<file path="src/rtl/rx_pkg.sv">
// Shared receive-chain definitions: peak-detector FSM encoding and the default
// sample/timestamp widths that match rx_filter's output.
package rx_pkg;

    localparam int RX_DATA_W = 32;
    localparam int RX_TS_W   = 24;

    typedef enum logic [1:0] {
        ST_SEARCH  = 2'd0,
        ST_WINDOW  = 2'd1,
        ST_HOLDOFF = 2'd2
    } pk_state_e;

endpackage

</file>
<file path="src/rtl/rx_abs_reg.sv">
// Registered magnitude stage: |sample| as an unsigned word, with the sample tag
// and valid bit travelling alongside so stage 2 sees them aligned.
module rx_abs_reg #(
    parameter int DATA_W = 32,
    parameter int TS_W   = 24
) (
    input  logic                     clk_i,
    input  logic                     rst_ni,
    input  logic                     en_i,
    input  logic                     valid_i,
    input  logic signed [DATA_W-1:0] sample_i,
    input  logic [TS_W-1:0]          tag_i,
    output logic [DATA_W-1:0]        mag_o,
    output logic [TS_W-1:0]          tag_o,
    output logic                     valid_o
);

    logic [DATA_W-1:0] mag_q, mag_d;
    logic [TS_W-1:0]   tag_q, tag_d;
    logic              valid_q, valid_d;

    // Negating the most negative value wraps to the same bit pattern, which read
    // as unsigned is exactly 2^(DATA_W-1), so no saturation is required.
    always_comb begin
        mag_d   = mag_q;
        tag_d   = tag_q;
        valid_d = valid_q;
        if (en_i) begin
            valid_d = valid_i;
            if (valid_i) begin
                mag_d = sample_i[DATA_W-1] ? DATA_W'(-sample_i) : DATA_W'(sample_i);
                tag_d = tag_i;
            end
        end
    end

    always_ff @(posedge clk_i or negedge rst_ni) begin
        if (!rst_ni) begin
            mag_q   <= '0;
            tag_q   <= '0;
            valid_q <= 1'b0;
        end else begin
            mag_q   <= mag_d;
            tag_q   <= tag_d;
            valid_q <= valid_d;
        end
    end

    assign mag_o   = mag_q;
    assign tag_o   = tag_q;
    assign valid_o = valid_q;

endmodule

</file>
<file path="src/rtl/rx_peak_detector.sv">
// Finds the largest-magnitude sample in a window opened by a threshold crossing,
// reports its magnitude and timestamp, then holds off for a number of samples.
module rx_peak_detector
    import rx_pkg::*;
#(
    parameter int DATA_W  = RX_DATA_W,
    parameter int TS_W    = RX_TS_W,
    parameter int WIN_LEN = 64,
    parameter int HOLDOFF = 256
) (
    input  logic                     crx_clk,
    input  logic                     rrx_rst,
    input  logic                     erx_en,
    input  logic signed [DATA_W-1:0] isample,
    input  logic                     inew_sample,
    input  logic [DATA_W-1:0]        ithreshold,
    input  logic                     iclear,
    output logic [DATA_W-1:0]        opeak_mag,
    output logic [TS_W-1:0]          opeak_ts,
    output logic                     opeak_ready_trig,
    output logic                     obusy,
    output pk_state_e                odbg_state
);

    localparam int WC_W = $clog2(WIN_LEN + 1);
    localparam int HC_W = $clog2(HOLDOFF + 2);

    logic [TS_W-1:0]   sc_q, sc_d;
    logic [DATA_W-1:0] s1_mag;
    logic [TS_W-1:0]   s1_tag;
    logic              s1_valid;

    pk_state_e         state_q, state_d;
    logic [DATA_W-1:0] best_mag_q, best_mag_d;
    logic [TS_W-1:0]   best_ts_q, best_ts_d;
    logic [WC_W-1:0]   wcnt_q, wcnt_d;
    logic [HC_W-1:0]   hcnt_q, hcnt_d;
    logic              rep_pend_q, rep_pend_d;
    logic [DATA_W-1:0] peak_mag_q, peak_mag_d;
    logic [TS_W-1:0]   peak_ts_q, peak_ts_d;
    logic              trig_q, trig_d;
    logic              close_c;

    assign sc_d = (erx_en && inew_sample) ? sc_q + TS_W'(1) : sc_q;

    rx_abs_reg #(.DATA_W(DATA_W), .TS_W(TS_W)) u_abs (
        .clk_i    (crx_clk),
        .rst_ni   (rrx_rst),
        .en_i     (erx_en),
        .valid_i  (inew_sample),
        .sample_i (isample),
        .tag_i    (sc_q),
        .mag_o    (s1_mag),
        .tag_o    (s1_tag),
        .valid_o  (s1_valid)
    );

    // A closing window only arms rep_pend; the output registers load one edge
    // later from best_*, which still hold the closing values at that point.
    always_comb begin
        state_d    = state_q;
        best_mag_d = best_mag_q;
        best_ts_d  = best_ts_q;
        wcnt_d     = wcnt_q;
        hcnt_d     = hcnt_q;
        rep_pend_d = rep_pend_q;
        peak_mag_d = peak_mag_q;
        peak_ts_d  = peak_ts_q;
        trig_d     = trig_q;
        close_c    = 1'b0;
        if (erx_en) begin
            trig_d     = rep_pend_q;
            rep_pend_d = 1'b0;
            if (rep_pend_q) begin
                peak_mag_d = best_mag_q;
                peak_ts_d  = best_ts_q;
            end
            if (iclear) begin
                state_d    = ST_SEARCH;
                best_mag_d = '0;
                best_ts_d  = '0;
                wcnt_d     = '0;
                hcnt_d     = '0;
            end else if (s1_valid) begin
                case (state_q)
                    ST_SEARCH: begin
                        if (s1_mag > ithreshold) begin
                            best_mag_d = s1_mag;
                            best_ts_d  = s1_tag;
                            wcnt_d     = WC_W'(1);
                            if (WIN_LEN == 1) close_c = 1'b1;
                            else              state_d = ST_WINDOW;
                        end
                    end
                    ST_WINDOW: begin
                        if (s1_mag > best_mag_q) begin
                            best_mag_d = s1_mag;
                            best_ts_d  = s1_tag;
                        end
                        wcnt_d = wcnt_q + WC_W'(1);
                        if (wcnt_d == WC_W'(WIN_LEN)) close_c = 1'b1;
                    end
                    ST_HOLDOFF: begin
                        hcnt_d = hcnt_q + HC_W'(1);
                        if (hcnt_d == HC_W'(HOLDOFF)) state_d = ST_SEARCH;
                    end
                    default: state_d = ST_SEARCH;
                endcase
                if (close_c) begin
                    rep_pend_d = 1'b1;
                    hcnt_d     = '0;
                    state_d    = (HOLDOFF == 0) ? ST_SEARCH : ST_HOLDOFF;
                end
            end
        end
    end

    always_ff @(posedge crx_clk or negedge rrx_rst) begin
        if (!rrx_rst) begin
            sc_q       <= '0;
            state_q    <= ST_SEARCH;
            best_mag_q <= '0;
            best_ts_q  <= '0;
            wcnt_q     <= '0;
            hcnt_q     <= '0;
            rep_pend_q <= 1'b0;
            peak_mag_q <= '0;
            peak_ts_q  <= '0;
            trig_q     <= 1'b0;
        end else begin
            sc_q       <= sc_d;
            state_q    <= state_d;
            best_mag_q <= best_mag_d;
            best_ts_q  <= best_ts_d;
            wcnt_q     <= wcnt_d;
            hcnt_q     <= hcnt_d;
            rep_pend_q <= rep_pend_d;
            peak_mag_q <= peak_mag_d;
            peak_ts_q  <= peak_ts_d;
            trig_q     <= trig_d;
        end
    end

    assign opeak_mag        = peak_mag_q;
    assign opeak_ts         = peak_ts_q;
    assign opeak_ready_trig = trig_q;
    assign obusy            = (state_q == ST_WINDOW) || (state_q == ST_HOLDOFF);
    assign odbg_state       = state_q;

endmodule

</file>
<file path="config.mk">
export PLATFORM = sky130hd
export DESIGN_NAME = rx_peak_detector
export DESIGN_NICKNAME = d
export VERILOG_FILES = /design/src/rtl/rx_pkg.sv /design/src/rtl/rx_abs_reg.sv /design/src/rtl/rx_peak_detector.sv
export SDC_FILE = /design/constraint.sdc
export NUM_CORES = 1
export LEC_CHECK = 0
export CORE_MARGIN = 5
export CORE_UTILIZATION = 57
export CTS_CLUSTER_SIZE = 14
export DETAILED_ROUTE_END_ITERATION = 8
export GPL_TIMING_DRIVEN = 0
export PLACE_DENSITY = 0.83
export SKIP_CTS_REPAIR_TIMING = 1
export SYNTH_ARGS = -nofsm -noshare
export SYNTH_HDL_FRONTEND = slang
export SYNTH_SLANG_ARGS = --single-unit
</file>
<file path="constraint.sdc">
create_clock -name crx_clk -period 3.6 [get_ports crx_clk]
set_input_delay 0.72 -clock crx_clk [delete_from_list [all_inputs] [get_ports crx_clk]]
set_output_delay 0.72 -clock crx_clk [all_outputs]
set_load 0.02 [all_outputs]
</file>
==> results of run 1 <==
power by group through the flow:
stage / Sequential [W] / Clock (W) / Combinational, W
6_report: 0.00295 / 0.00239 / 0.00165
5_1_grt: 0.00298 / 0.00252 / 0.00185
4_1_cts: 0.00294 / 0.00242 / 0.00165
3_5_place_dp: 0.00298 / 0 / 0.00163
3_3_place_gp: 0.00298 / 0 / 0.00156
2_1_floorplan: 0.00298 / 0 / 0.00102
registers in the layout (all words and copies together) (netlist names):
register / count
best_mag_q: 32
opeak_ready_trig: 1
odbg_state: 2
opeak_ts: 24
u_abs.mag_o: 32
hcnt_q: 9
opeak_mag: 32
u_abs.tag_o: 24
best_ts_q: 24
wcnt_q: 7
u_abs.valid_o: 1
sc_q: 24
rep_pend_q: 1
worst max-delay path: cells and delay by family:
family | cells | cell delay [ps]
AND/OR/NAND/NOR | 2 | 740
AO/OA/AOI/OAI | 4 | 790
multiplexers | 1 | 350
buffers and inverters | 4 | 960
adder cells (fa/ha/maj) | 1 | 320
cell usage after synthesis (3+ instances only):
library cell / number
dfrtp_1: 213
nand2_1: 211
o21ai_0: 100
inv_1: 74
ha_1: 72
mux2_2: 42
mux2i_1: 33
a21oi_1: 29
clkbuf_1: 29
nand3_1: 29
nor2b_1: 29
xnor2_1: 29
nor2_1: 27
xor2_1: 25
nand4_1: 19
o31ai_1: 16
and3_1: 9
mux2_1: 9
nor4_1: 8
a21o_1: 6
buf_1: 6
buf_6: 6
nand2b_1: 6
or4_1: 5
a31oi_1: 4
o41ai_1: 4
or2_2: 4
a211oi_1: 3
a41o_1: 3
and4_1: 3
nand4b_1: 3
nor3_1: 3
area by class of cell:
class / instances / area [sq um] / area share (%)
plain buffers: 42 / 206 / 1.56
flip-flops and latches: 213 / 5330 / 40.2
multi-input cells: 760 / 5090 / 38.4
repair buffers: 127 / 1290 / 9.75
inverters: 75 / 282 / 2.12
clock buffers: 29 / 648 / 4.88
clock inverters: 12 / 131 / 0.990
well taps: 234 / 293 / 2.21
routing by layer:
metal  vias up  track usage, %
li1       4037               -
met1      4092            33.8
met2       318            38.8
met3        75            3.26
met4         0            7.76
met5         -               0
logic make-up after synthesis:
kind of cell,share of synthesized area (%)
flip-flops,48.9
buffers and inverters,4.48
AND/OR/NAND/NOR,15.7
AO/OA/AOI/OAI,9.97
multiplexers,8.30
adder cells (fa/ha/maj),8.27
XOR/XNOR,4.34
worst paths after layout:
check / to / slack (ps) / depth (start not counted)
worst max register to register: best_mag_q[0] / 210 / 10
worst min-delay path: opeak_mag[25] / 260 / 1
max in group asynchronous: best_ts_q[11] / 2400 / 2
min in group crx_clk: u_abs.tag_o[20] / 460 / 2
worst max-delay path: best_mag_q[0] / 110 / 12
worst min register to register: u_abs.tag_o[20] / 460 / 2
stage by stage:
stage	hold slack (ps)	util, %	setup TNS, ps	setup slack, ps	instance area (sq um)
2_1_floorplan	424	-	0	522	10900
3_3_place_gp	449	66.3	-1515850	-7060	12400
3_5_place_dp	454	66.5	-21950	-537	12500
4_1_cts	339	70.7	-21.5	-19.3	13300
5_1_grt	362	70.7	0	53.7	13300
6_report	262	70.7	0	112	13300
==> metrics.md, run 1 <==
| Metric | Value |
|---|---|
| Syn nets | `1231` |
| Crit path largest cell delay | `570 ps` |
| Clock Sink Count | `213` |
| Comb pwr share | `23.7%` |
| Min Tclk post-route | `3490 ps` |
| Synth area leader | `dfrtp_1` |
| Share of the synthesized area in the top cell type | `48.9%` |
| Sequential area share after synthesis | `48.9%` |
| Yosys warning count | `0` |
| Sw frac | `30.5%` |
| CP max FO | `10` |
| Final period util | `96.9%` |
| Internal | `0.00486 W` |
| Number of flops mapped to enable cells by yosys | `0` |
| Worst-margin pin slew | `938 ps` |
| Maximum resistive drop on vdd | `0.357 mV` |
| Post-Syn Area per Cell | `9.99 sq um` |
| Post-Route WL | `26100 um` |
| Most common flop cell mapped by yosys | `dfrtp_1` |
| Die Width | `148 um` |
| Leak pwr | `6.30 nW` |
| Final setup fails | `0` |
| Synth Instances | `1090` |
| Final Power | `0.00699 W` |
| Placement Rows | `50` |
| Initial DRC count | `785` |
| Met2 WL | `12400 um` |
| Cell breakdown of the critical path | `clkdlybuf4s50_1, inv_1, ha_1, nand4_1, or4_1, a211o_1, a31oi_1, a21oi_1, a21oi_2, buf_6, buf_6, mux2_1` |
| Final antenna diode count | `0` |
| Total number of vias | `8522` |
| M1 WL | `11400 um` |
| Filler Cells Inserted | `1345` |
| Grt ovf | `0` |
| Mapped cell area | `10900 sq um` |
| P per Cell Area | `527 nW/um^2` |
| Clock Latency Late Sink | `520 ps` |
| Critical Path AT | `3880 ps` |
| Placed cells | `1451` |
| Most frequent cells in the layout | `213 x dfrtp_1, 211 x nand2_1, 125 x clkdlybuf4s50_1` |
| Max-slew headroom | `37.5%` |
| Clock network power share | `34.2%` |
| Unrepaired setup endpoints after global routing | `false` |
| Area grow syn2layout | `21.9%` |
| Clock buffer depth | `3` |
| First-pass GRT wire length | `43200 um` |
| Critical path type | `in2reg` |
| Hold Path Class | `in2async` |
| Root Driver | `clkbuf_16` |
| Seq pwr share | `42.2%` |
| Ys async rst share | `100%` |
| Status | `finished clean` |
| Final ANT Viol Nets | `0` |
| DR WL met3 | `1620 um` |
| Slowest library cell on the worst path | `or4_1` |
| CTS Buf Count | `23` |
| GPL Wtd Cong | `0.910` |
| Share of cells above drive strength 1 | `8.27%` |
| Top Ports | `129` |
| DRT Pass-1 Iters | `5` |
| Largest net degree at the start of global routing | `120` |
| Setup Skew | `18.9 ps` |
| Fin nets | `1383` |
| Max Slew Vio Count | `0` |
| NetSw | `0.00213 W` |
| Critical Path Sink Type | `flop` |
| Area of the die | `22000 sq um` |
| Critical Path Start | `ithreshold[27]` |
| Most common cell after layout, fill and taps aside | `dfrtp_1` |
| Via-to-Cell Ratio | `5.71` |
| Reg2reg start | `u_abs.mag_o[15]` |
| Critical Path RT | `3990 ps` |
| Die Y | `148 um` |
| Initial Utilization | `58.0%` |
| FMAX | `0.287 GHz` |
| TritonCTS clock tree | `built` |
| Core Footprint | `18800 sq um` |
| Post-synthesis register bit count | `213` |
| Initial antenna violation count | `0` |
| Fin. Hold Viols | `0` |
| Vias in the first global route | `8594` |
| Finished Layout Cells | `1492` |
| Wire length per cell | `17.5 um` |
| Drt drc | `0` |
| Worst setup SP type | `input port` |
| Distinct cells, synth | `59` |
| Max cap viols | `0` |
| Top Layer Used | `met4` |
| All-Layer GR Usage | `24.0%` |
| Detailed placement HPWL | `19000 um` |
| CP dominant cell by count | `buf_6` |
| CTS H-tree depth | `1` |
| Number of port buffers | `126` |
| CTS clock-pin slew for the worst setup and hold paths | `60 ps` |
| Largest cells by area after synthesis | `dfrtp_1 49%, ha_1 8.3%, nand2_1 7.3%` |
(Power assumes the default switching activity.)
==> inputs of run 2 (changes only) <==
--- a/config.mk
+++ b/config.mk
@@ -9,7 +9,6 @@
 export CORE_UTILIZATION = 57
 export CTS_CLUSTER_SIZE = 14
 export DETAILED_ROUTE_END_ITERATION = 8
-export GPL_TIMING_DRIVEN = 0
 export PLACE_DENSITY = 0.83
 export SKIP_CTS_REPAIR_TIMING = 1
 export SYNTH_ARGS = -nofsm -noshare
==> constraint.sdc (replaced) <==
create_clock -name crx_clk -period 3.3 [get_ports crx_clk]
set_input_delay 0.66 -clock crx_clk [delete_from_list [all_inputs] [get_ports crx_clk]]
set_output_delay 0.66 -clock crx_clk [all_outputs]
set_load 0.02 [all_outputs]
==> metrics.md, run 2 (synthesis results as in run 1) <==
| Metric | Value |
|---|---|
| Status | `finished clean` |
| Number of port buffers | `128 (+1.6%)` |
| Share of cells above drive strength 1 | `11.4% (+3.1 points)` |
| Clock Latency Late Sink | `520 ps (about the same)` |
| Crit path largest cell delay | `570 ps (about the same)` |
| Clock Sink Count | `213 (unchanged)` |
| Root Driver | `clkbuf_16` |
| Core Footprint | `18800 sq um (unchanged)` |
| Wire length per cell | `17.7 um (+0.98%)` |
| Critical Path RT | `3700 ps (-290 ps)` |
| Most common cell after layout, fill and taps aside | `dfrtp_1` |
| CP max FO | `10 (unchanged)` |
| Worst R2R Setup Slack | `210 ps (about the same)` |
| Hold WS | `186 ps (-75.3 ps)` |
| Setup WS pre-CTS | `-428 ps (+109 ps)` |
| Clock buffer depth | `3 (unchanged)` |
| Finished Layout Cells | `1498 (+0.40%)` |
| Final setup fails | `0 (unchanged)` |
| Hold Path Class | `in2async` |
| Final ANT Viol Nets | `0 (unchanged)` |
| Max Slew Vio Count | `0 (unchanged)` |
| Sum Neg Setup Slack | `0 ps (unchanged)` |
| Die Width | `148 um (unchanged)` |
| Max-slew headroom | `43.1% (+5.6 points)` |
| Worst-margin pin slew | `853 ps (-84.7 ps)` |
| Critical path type | `in2reg` |
| First-pass GRT wire length | `42700 um (-1.1%)` |
| CTS clock-pin slew for the worst setup and hold paths | `60 ps (about the same)` |
| CTS Buf Count | `23 (unchanged)` |
| Leak pwr | `6.48 nW (+2.8%)` |
| Initial antenna violation count | `0 (unchanged)` |
| TritonCTS clock tree | `built` |
| Worst setup SP type | `input port` |
| Setup Skew | `14.6 ps (-4.30 ps)` |
| Slowest library cell on the worst path | `or4_4` |
| FMAX | `0.309 GHz` |
| Slack of the critical path | `62.9 ps (-49.2 ps)` |
| Placed cells | `1454 (+0.21%)` |
| Maximum resistive drop on vdd | `0.422 mV (+18%)` |
| DRT Pass-1 Iters | `5 (unchanged)` |
| Initial Utilization | `58.0% (unchanged)` |
| Drt drc | `0 (unchanged)` |
| Fin nets | `1393 (+0.72%)` |
| R2R depth | `10 (unchanged)` |
| Max cap viols | `0 (unchanged)` |
| Final antenna diode count | `0 (unchanged)` |
| Core Util, Final | `72.2% (+1.5 points)` |
| Placement Rows | `50 (unchanged)` |
| P per Cell Area | `573 nW/um^2 (+8.7%)` |
| CP Buf/Inv Count | `4 (unchanged)` |
| Initial DRC count | `596 (-24%)` |
| CTS H-tree depth | `1 (unchanged)` |
| GPL Wtd Cong | `0.861 (-5.3%)` |
| Total number of vias | `8606 (+0.99%)` |
| Post-Route WL | `26500 um (+1.4%)` |
| Largest net degree at the start of global routing | `91 (-24%)` |
| Critical Path AT | `3630 ps (-250 ps)` |
| Worst path top cell family by delay | `buffers and inverters` |
| Most frequent cells in the layout | `213 x dfrtp_1, 209 x nand2_1, 127 x clkdlybuf4s50_1` |
| Area grow syn2layout | `24.4%` |
| Cell breakdown of the critical path | `clkdlybuf4s50_1, inv_1, ha_1, nand4_4, or4_4, a211o_1, a31oi_1, a21oi_1, a21oi_4, buf_12, clkbuf_16, mux2_2` |
| Detailed placement HPWL | `18600 um (-2.1%)` |
| Fin. Hold Viols | `0 (unchanged)` |
| Via-to-Cell Ratio | `5.74 (+0.58%)` |
| Vias in the first global route | `8658 (+0.74%)` |
| Min Tclk post-route | `3240 ps` |
| Critical Path Sink Type | `flop` |
| Worst r2r dst | `best_ts_q[16]` |
| Top Ports | `129 (unchanged)` |
| Area of the die | `22000 sq um (unchanged)` |
| Final period util | `98.1%` |
| Die Y | `148 um (unchanged)` |
| Grt ovf | `0 (unchanged)` |
| All-Layer GR Usage | `23.6% (-0.39 points)` |
| Reg2reg start | `u_abs.mag_o[15]` |
## run 2: per-stage QoR
step / power [W] / instance area (sq um)
final: 0.00776 / 13500
after global routing: 0.00815 / 13500
after CTS: 0.00768 / 13400
after detailed placement: 0.00512 / 12700
after global placement: 0.00501 / 12700
after floorplan: 0.00436 / 10900
## run 2: metal layers
metal | routed length [um] | vias up | share of wire (%) | GRT usage [%]
li1 | - | 4049 | - | -
met1 | 11600 | 4236 | 44 | 32.3
met2 | 13100 | 274 | 49 | 40.4
met3 | 1340 | 47 | 5.1 | 2.56
met4 | 522 | 0 | 2.0 | 6.33
met5 | 0 | - | 0 | 0
## run 2: worst max path at each step
| stage | start | endpoint | slack, ps | depth (start not counted) |
|---|---|---|---|---|
| floorplan | ithreshold[30] | best_mag_q[0] | 280 | 11 |
| global placement | ithreshold[27] | best_ts_q[7] | -300 | 11 |
| detailed placement | ithreshold[31] | best_ts_q[9] | -430 | 11 |
| CTS | ithreshold[27] | best_mag_q[26] | 110 | 12 |
| global route | ithreshold[29] | best_mag_q[13] | -10 | 13 |
| finish | ithreshold[31] | best_ts_q[14] | 60 | 12 |
## run 2: final cells by class
| type | count | area [sq um] |
|---|---|---|
| multi-input combinational | 760 | 5110 |
| inverter | 75 | 282 |
| tap | 234 | 293 |
| clock buffer | 30 | 642 |
| timing repair buffer | 179 | 1800 |
| fill | 1277 | 5220 |
| clock inverter | 7 | 100 |
| sequential | 213 | 5330 |
## run 2: worst register-to-register path, cell delays in order, from the launching register on
cell	delay (ps)
dfrtp_1	450
ha_1	340
nand4_1	180
nor4_1	540
and4_1	300
and3b_1	190
o31ai_1	170
a21oi_4	160
buf_12	180
clkbuf_16	150
mux2_1	320
## run 2: where the power goes
group	internal [W]	leakage, nW	switching [W]
clock network	0.00152	0.369	0.00103
registers	0.00297	2.84	0.000265
logic	0.000889	3.27	0.00108
